`src/rtl/bist_response_analyzer.sv`:
```
// -----------------------------------------------------------------------------
// bist_response_analyzer
//
// Output-side half of the BIST wrapper. While BIST is high, the CUT primary
// outputs are compacted into a Galois-form multiple-input signature register
// (MISR) for PATTERN_COUNT cycles. The final signature is then compared
// against GOLDEN_SIG and the verdict is held until BIST drops.
//
// Optional feature macro: BIST_SIG_READOUT_EN
//   defined     -> 'signature' output port exists and shows the live MISR.
//   not defined -> port absent; only bist_done / bist_pass are observable.
//   MISR update and pass/fail behaviour are identical in both builds.
//
// Ports
//   clk        in   1      rising-edge clock (same clock as pattern generator)
//   rst_n      in   1      synchronous active-low reset
//   BIST       in   1      test-mode request (also drives the input mux select)
//   cut_out    in   OUT_W  CUT primary outputs, bit 0 = N432
//   bist_busy  out  1      high in RUN and COMPARE
//   bist_done  out  1      high in DONE
//   bist_pass  out  1      verdict, valid while bist_done = 1
//   signature  out  SIG_W  live MISR contents (BIST_SIG_READOUT_EN only)
//
// Timing (edge k samples BIST=1 in IDLE)
//   k                  : RUN entered, MISR <- MISR_SEED, cnt <- 0
//   k+1 .. k+PC        : MISR absorbs cut_out present before each edge
//   k+PC               : COMPARE entered
//   k+PC+1             : DONE entered, bist_pass valid
// -----------------------------------------------------------------------------
module bist_response_analyzer #(
    parameter int                 OUT_W         = 7,
    parameter int                 SIG_W         = 16,
    parameter logic [SIG_W-1:0]   MISR_POLY     = 16'h1021,
    parameter logic [SIG_W-1:0]   MISR_SEED     = 16'h0000,
    parameter int                 PATTERN_COUNT = 1000,
    parameter logic [SIG_W-1:0]   GOLDEN_SIG    = 16'h0000
) (
    input  logic               clk,
    input  logic               rst_n,
    input  logic               BIST,
    input  logic [OUT_W-1:0]   cut_out,
    output logic               bist_busy,
    output logic               bist_done,
`ifdef BIST_SIG_READOUT_EN
    output logic               bist_pass,
    output logic [SIG_W-1:0]   signature
`else
    output logic               bist_pass
`endif
);

    // -------------------------------------------------------------------------
    // State encoding
    // -------------------------------------------------------------------------
    localparam logic [1:0] S_IDLE    = 2'd0;
    localparam logic [1:0] S_RUN     = 2'd1;
    localparam logic [1:0] S_COMPARE = 2'd2;
    localparam logic [1:0] S_DONE    = 2'd3;

    // Counter just wide enough to hold PATTERN_COUNT; it only ever reaches
    // PATTERN_COUNT-1, which marks the last compaction edge.
    localparam int              CNT_W    = $clog2(PATTERN_COUNT + 1);
    localparam logic [CNT_W-1:0] CNT_LAST = CNT_W'(PATTERN_COUNT - 1);

    // -------------------------------------------------------------------------
    // Registers
    // -------------------------------------------------------------------------
    logic [1:0]       state_q, state_d;
    logic [SIG_W-1:0] misr_q,  misr_d;
    logic [CNT_W-1:0] cnt_q,   cnt_d;
    logic             pass_q,  pass_d;

    // -------------------------------------------------------------------------
    // MISR next value
    // Galois form: shift left, fold the tap mask in when the MSB falls off,
    // then XOR the zero-extended CUT outputs into the low bits. Built this way
    // rather than with a replication so it stays legal when SIG_W == OUT_W.
    // -------------------------------------------------------------------------
    logic [SIG_W-1:0] cut_ext;
    logic [SIG_W-1:0] misr_fb;
    logic [SIG_W-1:0] misr_step;

    always_comb begin
        cut_ext              = '0;
        cut_ext[OUT_W-1:0]   = cut_out;
    end

    assign misr_fb   = misr_q[SIG_W-1] ? MISR_POLY : '0;
    assign misr_step = {misr_q[SIG_W-2:0], 1'b0} ^ misr_fb ^ cut_ext;

    // -------------------------------------------------------------------------
    // Next-state logic
    // BIST low in any non-IDLE state returns to IDLE. In RUN/COMPARE that is
    // an abort: no DONE, verdict untouched (still 0 from run start), MISR
    // keeps its partial value. Holding BIST high in DONE does nothing; a
    // fresh run needs BIST to go low (back to IDLE) and high again.
    // -------------------------------------------------------------------------
    always_comb begin
        state_d = state_q;
        misr_d  = misr_q;
        cnt_d   = cnt_q;
        pass_d  = pass_q;

        case (state_q)
            S_IDLE: begin
                if (BIST) begin
                    state_d = S_RUN;
                    misr_d  = MISR_SEED;
                    cnt_d   = '0;
                    pass_d  = 1'b0;
                end
            end

            S_RUN: begin
                if (!BIST) begin
                    state_d = S_IDLE;
                end else begin
                    misr_d = misr_step;
                    // Last pattern: perform the final update but leave cnt
                    // at PATTERN_COUNT-1 so it never exceeds that value.
                    if (cnt_q == CNT_LAST) begin
                        state_d = S_COMPARE;
                    end else begin
                        cnt_d = cnt_q + CNT_W'(1);
                    end
                end
            end

            S_COMPARE: begin
                if (!BIST) begin
                    state_d = S_IDLE;
                end else begin
                    pass_d  = (misr_q == GOLDEN_SIG);
                    state_d = S_DONE;
                end
            end

            S_DONE: begin
                if (!BIST) begin
                    state_d = S_IDLE;
                    pass_d  = 1'b0;
                end
            end

            default: begin
                state_d = S_IDLE;
            end
        endcase
    end

    // -------------------------------------------------------------------------
    // State registers, synchronous active-low reset
    // -------------------------------------------------------------------------
    always_ff @(posedge clk) begin
        if (!rst_n) begin
            state_q <= S_IDLE;
            misr_q  <= MISR_SEED;
            cnt_q   <= '0;
            pass_q  <= 1'b0;
        end else begin
            state_q <= state_d;
            misr_q  <= misr_d;
            cnt_q   <= cnt_d;
            pass_q  <= pass_d;
        end
    end

    // -------------------------------------------------------------------------
    // Outputs: decoded from state or taken straight from registers, so there
    // is no combinational path from BIST or cut_out to any pin.
    // -------------------------------------------------------------------------
    assign bist_busy = (state_q == S_RUN) || (state_q == S_COMPARE);
    assign bist_done = (state_q == S_DONE);
    assign bist_pass = pass_q;

`ifdef BIST_SIG_READOUT_EN
    assign signature = misr_q;
`endif

endmodule

```
`config.mk`:
```
export PLATFORM = sky130hd
export DESIGN_NAME = bist_response_analyzer
export DESIGN_NICKNAME = d
export VERILOG_FILES = /design/src/rtl/bist_response_analyzer.sv
export SDC_FILE = /design/constraint.sdc
export NUM_CORES = 1
export LEC_CHECK = 0
export BUFFER_PORTS_ARGS = -buffer_cell sky130_fd_sc_hd__buf_2
export CORE_MARGIN = 4
export CORE_UTILIZATION = 57
export CTS_CLUSTER_DIAMETER = 100
export DETAILED_ROUTE_END_ITERATION = 8
export PLACE_DENSITY_LB_ADDON = 0.3
export SLEW_MARGIN = 20
export SYNTH_ARGS = -nofsm -noshare
export SYNTH_HDL_FRONTEND = slang
export SYNTH_SLANG_ARGS = --single-unit
```
`constraint.sdc`:
```
create_clock -name clk -period 2.2 [get_ports clk]
set_clock_uncertainty 0.15 [all_clocks]
set_input_delay 0.44 -clock clk [delete_from_list [all_inputs] [get_ports clk]]
set_output_delay 0.44 -clock clk [all_outputs]
set_load 0.03 [all_outputs]
```
==> qor.yml, run 1 <==
floorplanning:
  die_area_um2: 3410
  start_util: 0.590
  rows: 18
  coreArea_um2: 2450
  io-pin-count: 13
  die_y_um: 58.4
  die_w_um: 58.4
hold_path:
  hp-start: "rst_n"
  hold-path-endpoint: "state_q[0]"
  hold_depth: 2
  min_path_type: "input pin to flip-flop"
worst_setup_path:
  path_class: "flip-flop to flip-flop"
  slowest_delay_ps: 360
  r2r_end: "cnt_q[3]"
  end_kind: "flip-flop"
  startpoint: "state_q[1]"
  arrival_ps: 2100
  r2r_setup_slack_ps: 210
  crit_fanout: 10
  cp_slowest_cell: "ha_1"
  r2r_start: "state_q[1]"
  reg2reg_depth: 6
  setup.worst_path.start_class: "flip-flop"
  crit_path_cell_trace: "inv_1 > ha_1 > o21ai_1 > or2_1 > or3_1 > a21oi_1"
  crit_required_ps: 2310
clock_network:
  clock-sinks: 29
  cts_tree: "yes"
  clk_latency_ps: 320
  cts_setup_buffers: 0
  post_cts_resized: 0
  clkTransAtPathRegs_ps: 90
  htree_levels: 2
  root_buffer: "clkbuf_4"
  cts_buffers: 5
  clockBufferDepth: 2
  hold_buffers: 0
route:
  via_count: 1162
  drt_iter0_markers: 36
  wl_per_cell_um: 13.4
  viasPerCell: 5.81
  totalWireLength_mm: 2.68
  post-route-drc-count: 0
  drt.antenna.violating_nets: 0
  first_pass_iters: 4
global_route:
  grt_pass1_vias: 1087
  overflow: 0
  antenna_found_initial: 0
  grt_pass1_wl_mm: 4.82
  track_usage: 0.185
  grt_max_degree: 17
layout:
  final_nets: 185
  drive_gt1_frac: 0.141
  instances_no_fill: 200
  diodes: 0
  final_common_cell: "dfxtp_1"
  area_delta_synth_final_pct: 8.03
  fillers: 211
  final_cell_mix: "29 x dfxtp_1, 16 x a22oi_1, 16 x nor2b_1"
job:
  drv_cap: 0
place:
  hpwl_mm: 1.90
  dp_cells: 192
  port_buffers: 12
  globalplace.congestion: 0.809
  preCtsSetupSlack_ps: 260
synth:
  syn_nets: 173
  syn_area_um2: 1450
  async_flop_share: 0
  ys_seq_elements: 29
  ys_seq_area_frac: 0.401
  syn_inst: 157
  synth-edff-count: 0
  postSynthAreaPerCell_um2: 9.23
  synth_ff_type: "dfxtp_1"
  ys_warn_count: 0
  ys_types: 41
sta:
  setup_ws_ps: 206
  rsz0062_at_grt: "false"
  finalCritPeriodShare: 0.906
  fmax_ghz: 0.502
  setup_viol: 0
  final_max_slew_viol_count: 0
  slew_headroom: 0.607
  whs_ps: 299
  tns_ps: 0
  tightest_slew_ps: 587
  fin_crit_ps: 1990
  hold_viol_final: 0
power_and_ir_drop:
  p_per_area_nw_per_um2: 623
  leakagePower_uw: 0.000570
  seq_power_share: 0.559
  peakVddDrop_v: 0.000469
  switchingPower_uw: 270
  internal_power_uw: 705
  p_sw_frac: 0.277
  combPwrFrac: 0.131
  clock_power_share: 0.310
outcome:
  status: "complete, no violations"
==> worst max-delay path, delay by kind of cell (launching register included) <==
kind,cells,cell delay (ps)
flops,1,350
fa+ha+maj,1,360
compound gates,2,360
buf+inv,1,100
simple gates,2,620
==> worst max-delay path by stage <==
stage | to | slack, ps | depth (start not counted)
2_1_floorplan | cnt_q[2] | 480 | 8
6_report | cnt_q[3] | 210 | 6
3_3_place_gp | cnt_q[3] | 340 | 6
5_1_grt | cnt_q[3] | 80 | 6
3_5_place_dp | cnt_q[3] | 260 | 6
4_1_cts | cnt_q[3] | 240 | 6
==> power groups by stage <==
stage | Combinational [uW] | Clock [uW] | Sequential [uW]
floorplan | 100 | 0 | 555
global placement | 122 | 0 | 556
detailed placement | 126 | 0 | 557
CTS | 127 | 316 | 545
global route | 143 | 343 | 547
finish | 128 | 303 | 544
==> layer usage <==
metal | routed length (um) | GRT usage | up-vias
met1 | 1280 | 0.246 | 542
met5 | 0 | 0 | -
met3 | 128 | 0.0746 | 6
li1 | - | - | 588
met2 | 1220 | 0.263 | 26
met4 | 42 | 0.0762 | 0
==> final cells by class <==
type	count	area (um2)	share of cell area
multi-input combinational	114	802	0.512
sequential	29	581	0.371
timing repair buffer	14	75.1	0.0480
clock buffer	6	41.3	0.0264
tap	30	37.5	0.0240
inverter	5	18.8	0.0120
clock inverter	2	10.0	0.00639
==> stage by stage <==
| step | total power (uW) | instance area [um2] | utilization |
|---|---|---|---|
| final | 975 | 1570 | 0.638 |
| after global routing | 1030 | 1570 | 0.638 |
| after CTS | 987 | 1570 | 0.638 |
| after detailed placement | 683 | 1510 | 0.617 |
| after global placement | 678 | 1510 | 0.617 |
| after floorplan | 655 | 1450 | - |
==> state kept, by name, indices dropped and copies added, names as in the netlist <==
name / cells
misr_q: 16
cnt_q: 10
state_q: 2
bist_pass: 1
==> cell families after synthesis <==
kind of cell	synth area share
and+or+nand+nor	0.224
AOI/OAI and AO/OA	0.193
buffers and inverters	0.0458
xor gates and xnor gates	0.0846
adders and majority gates	0.0518
DFF	0.401
==> synth_stat cells (2+ instances only) <==
master     number  area (um2)
dfxtp_1        29         581
a22oi_1        16         120
nor2b_1        16         100
nand2_1         9        33.8
xor2_1          8        70.1
ha_1            6        75.1
nor2_1          6        22.5
xnor2_1         6        52.6
buf_2           5        25.0
inv_1           5        18.8
o21ai_1         4        20.0
a21oi_1         3        15.0
nand3_1         3        15.0
nand4_1         3        18.8
nor3_1          3        15.0
and2_1          2        12.5
buf_4           2        15.0
clkbuf_1        2        7.51
nor4b_1         2        17.5
o2111ai_1       2        17.5
o211ai_1        2        15.0
o21a_1          2        15.0
o21ai_0         2        10.0
or3_1           2        12.5
Power figures use the tool's default switching activity.
==> run 2, diff against run 1 <==
--- a/config.mk
+++ b/config.mk
@@ -5,9 +5,10 @@
 export SDC_FILE = /design/constraint.sdc
 export NUM_CORES = 1
 export LEC_CHECK = 0
+export ABC_AREA = 1
 export BUFFER_PORTS_ARGS = -buffer_cell sky130_fd_sc_hd__buf_2
 export CORE_MARGIN = 4
-export CORE_UTILIZATION = 57
+export CORE_UTILIZATION = 58
 export CTS_CLUSTER_DIAMETER = 100
 export DETAILED_ROUTE_END_ITERATION = 8
 export PLACE_DENSITY_LB_ADDON = 0.3
==> run 2 against run 1 <==
Compared with the run above: clock power up 55%; cell area up 9.7%; global-route usage up 1.7 points; area after synthesis up 6.9%; routed wire length up 14%; first-iteration DRC count up 36%; core utilization up 4.3 points; critical path type is now flip-flop to output pin; largest power group unchanged; highest routed layer unchanged.
==> qor.yml, run 2 <==
outcome:
  status: "complete, no violations"
clock_network:
  clockBufferDepth: 2  # unchanged
  clk_latency_ps: 340  # +20 ps
  post_cts_resized: 0  # unchanged
  hold_buffers: 0  # unchanged
  root_buffer: "clkbuf_4"
  htree_levels: 2  # unchanged
  cts_setup_buffers: 0  # unchanged
  clock-sinks: 29  # unchanged
  clkTransAtPathRegs_ps: 100  # about the same
  cts_buffers: 5  # unchanged
  cts_tree: "yes"
floorplanning:
  rows: 18  # unchanged
  io-pin-count: 13  # unchanged
  die_y_um: 59.7  # +2.2%
  start_util: 0.614  # +0.0239
  die_area_um2: 3560  # +4.4%
  die_w_um: 59.7  # +2.2%
  coreArea_um2: 2520  # +2.8%
route:
  wl_per_cell_um: 11.3  # -15%
  first_pass_iters: 4  # unchanged
  drt.antenna.violating_nets: 0  # unchanged
  viasPerCell: 5.13  # -12%
  totalWireLength_mm: 3.06  # +14%
  drt_iter0_markers: 49  # +36%
  via_count: 1386  # +19%
  post-route-drc-count: 0  # unchanged
worst_setup_path:
  arrival_ps: 1350  # -750 ps
  crit_required_ps: 1610  # -700 ps
  slowest_delay_ps: 410  # +50 ps
  cp_slowest_cell: "dfxtp_1"
  crit_fanout: 4  # -6
  end_kind: "output pin"
  crit_path_cell_trace: "inv_1 > ha_1 > buf_2"
  setup.worst_path.start_class: "flip-flop"
  critical-path-top-delay-family: "flip-flops"
  cp_num_buf_inv: 2  # +1
  path_class: "flip-flop to output pin"
job:
  drv_cap: 0  # unchanged
layout:
  drive_gt1_frac: 0.167  # +0.0255
  regMostFlops: "misr_q"
  area_delta_synth_final_pct: 10.8
  final_cell_mix: "62 x nand2_1, 30 x a21oi_1, 29 x dfxtp_1"
  final_common_cell: "nand2_1"
  final_nets: 255  # +38%
  reg_top3: "misr_q: 16 flops, cnt_q: 10 flops, state_q: 2 flops"
  diodes: 0  # unchanged
  largest_reg_flops: 16  # unchanged
  stdcell_area_um2: 1720  # +9.7%
sta:
  slew_headroom: 0.741  # +0.134
  setup_viol: 0  # unchanged
  rsz0062_at_grt: "false"
  final_max_slew_viol_count: 0  # unchanged
  tightest_slew_ps: 384  # -203 ps
  whs_ps: 216  # -83.2 ps
  fmax_ghz: 0.516  # +2.9%
  finalCritPeriodShare: 0.881  # -0.0256
  tns_ps: 0  # unchanged
  hold_viol_final: 0  # unchanged
  fin_crit_ps: 1940  # -56.4 ps
synth:
  yosys-top-cells-count: "62 x nand2_1, 30 x a21oi_1, 29 x dfxtp_1"
  ys_seq_elements: 29  # unchanged
  postSynthAreaPerCell_um2: 6.95  # -25%
  ys_warn_count: 0  # unchanged
  syn_inst: 223  # +42%
  synthMuxAreaShare: 0  # unchanged
  syn_area_um2: 1550  # +6.9%
  async_flop_share: 0  # unchanged
  synth_xor_area_frac: 0.0283  # -0.0564
  synth_top_family_by_area: "simple AND/OR/NAND/NOR gates"
  ys_seq_area_frac: 0.375  # -0.0259
  syn_nets: 239  # +38%
  yosys-top-cells-area: "dfxtp_1 37%, nand2_1 15%, a21oi_1 9.7%, inv_1 5.1%, ha_1 4.8%"
  yosysMostFrequentCell: "nand2_1"
  synth_fa_ha_area_frac: 0.0485  # -0.00335
  synth-simple-area-share: 0.313  # +0.0897
  synth_top_area_share: 0.375  # -0.0259
  synth_ff_type: "dfxtp_1"
  ys_types: 23  # -44%
  synth.largest_area_cell: "dfxtp_1"
  synth-edff-count: 0  # unchanged
  synth_compound_area_frac: 0.165  # -0.0287
power_and_ir_drop:
  leakagePower_uw: 0.000676  # +19%
  peakVddDrop_v: 0.000865  # +84%
  p_per_area_nw_per_um2: 992  # +59%
  p_total_uw: 1700  # +75%
place:
  placed_area_um2: 1630  # +7.8%
  hpwl_mm: 2.22  # +17%
  globalplace.congestion: 0.807  # -0.23%
  port_buffers: 12  # unchanged
global_route:
  antenna_found_initial: 0  # unchanged
  grt_max_degree: 17  # unchanged
  track_usage: 0.202  # +0.0169
  grt_pass1_vias: 1242  # +14%
  grt_pass1_wl_mm: 5.41  # +12%
  overflow: 0  # unchanged
hold_path:
  min_path_type: "input pin to flip-flop"
[run 2: routing by layer]
layer	share of wire	global-route usage	up-vias
met5	0	0	-
li1	-	-	748
met1	0.52	0.290	609
met4	0.014	0.0570	0
met3	0.052	0.0734	6
met2	0.42	0.281	23
[run 2: report_power, final]
part / leakage [uW] / switching [uW] / internal (uW)
registers: 0.000235 / 47.1 / 576
clock network: 0.0000455 / 200 / 271
logic: 0.000396 / 423 / 185
[run 2: cells by family (layout without fill, tap and decap cells)]
kind of cell / count (synthesis) / count (layout)
compound gates: 47 / 47
xor+xnor: 5 / 5
fa+ha+maj: 6 / 6
buf+inv: 27 / 44
flops: 29 / 29
simple gates: 109 / 109
[run 2: final timing paths]
check	startpoint	depth (start not counted)	slack [ps]	endpoint
worst max register to register	state_q[1]	7	380	state_q[0]
worst min-delay path	rst_n	3	220	bist_pass
worst min register to register	misr_q[13]	2	330	misr_q[13]
worst max-delay path	state_q[0]	3	260	bist_busy
[run 2: area by class of cell]
type | instances | area (um2)
timing repair buffer | 13 | 67.6
inverter | 23 | 86.3
sequential | 29 | 581
fill | 216 | 806
tap | 30 | 37.5
multi-input combinational | 167 | 860
clock buffer | 7 | 55.1
clock inverter | 1 | 30.0
[run 2: worst min-delay path, stage by stage]
cell	delay, ps
buf_2	120
o21ai_0	70
a21oi_1	40
[run 2: metrics by stage]
step / std cells / util / worst slack (ps)
after floorplan: 223 / - / 664
after global placement: 262 / 0.647 / 488
after detailed placement: 262 / 0.647 / 407
after CTS: 270 / 0.681 / 248
after global routing: 270 / 0.681 / 191
final: 270 / 0.681 / 262
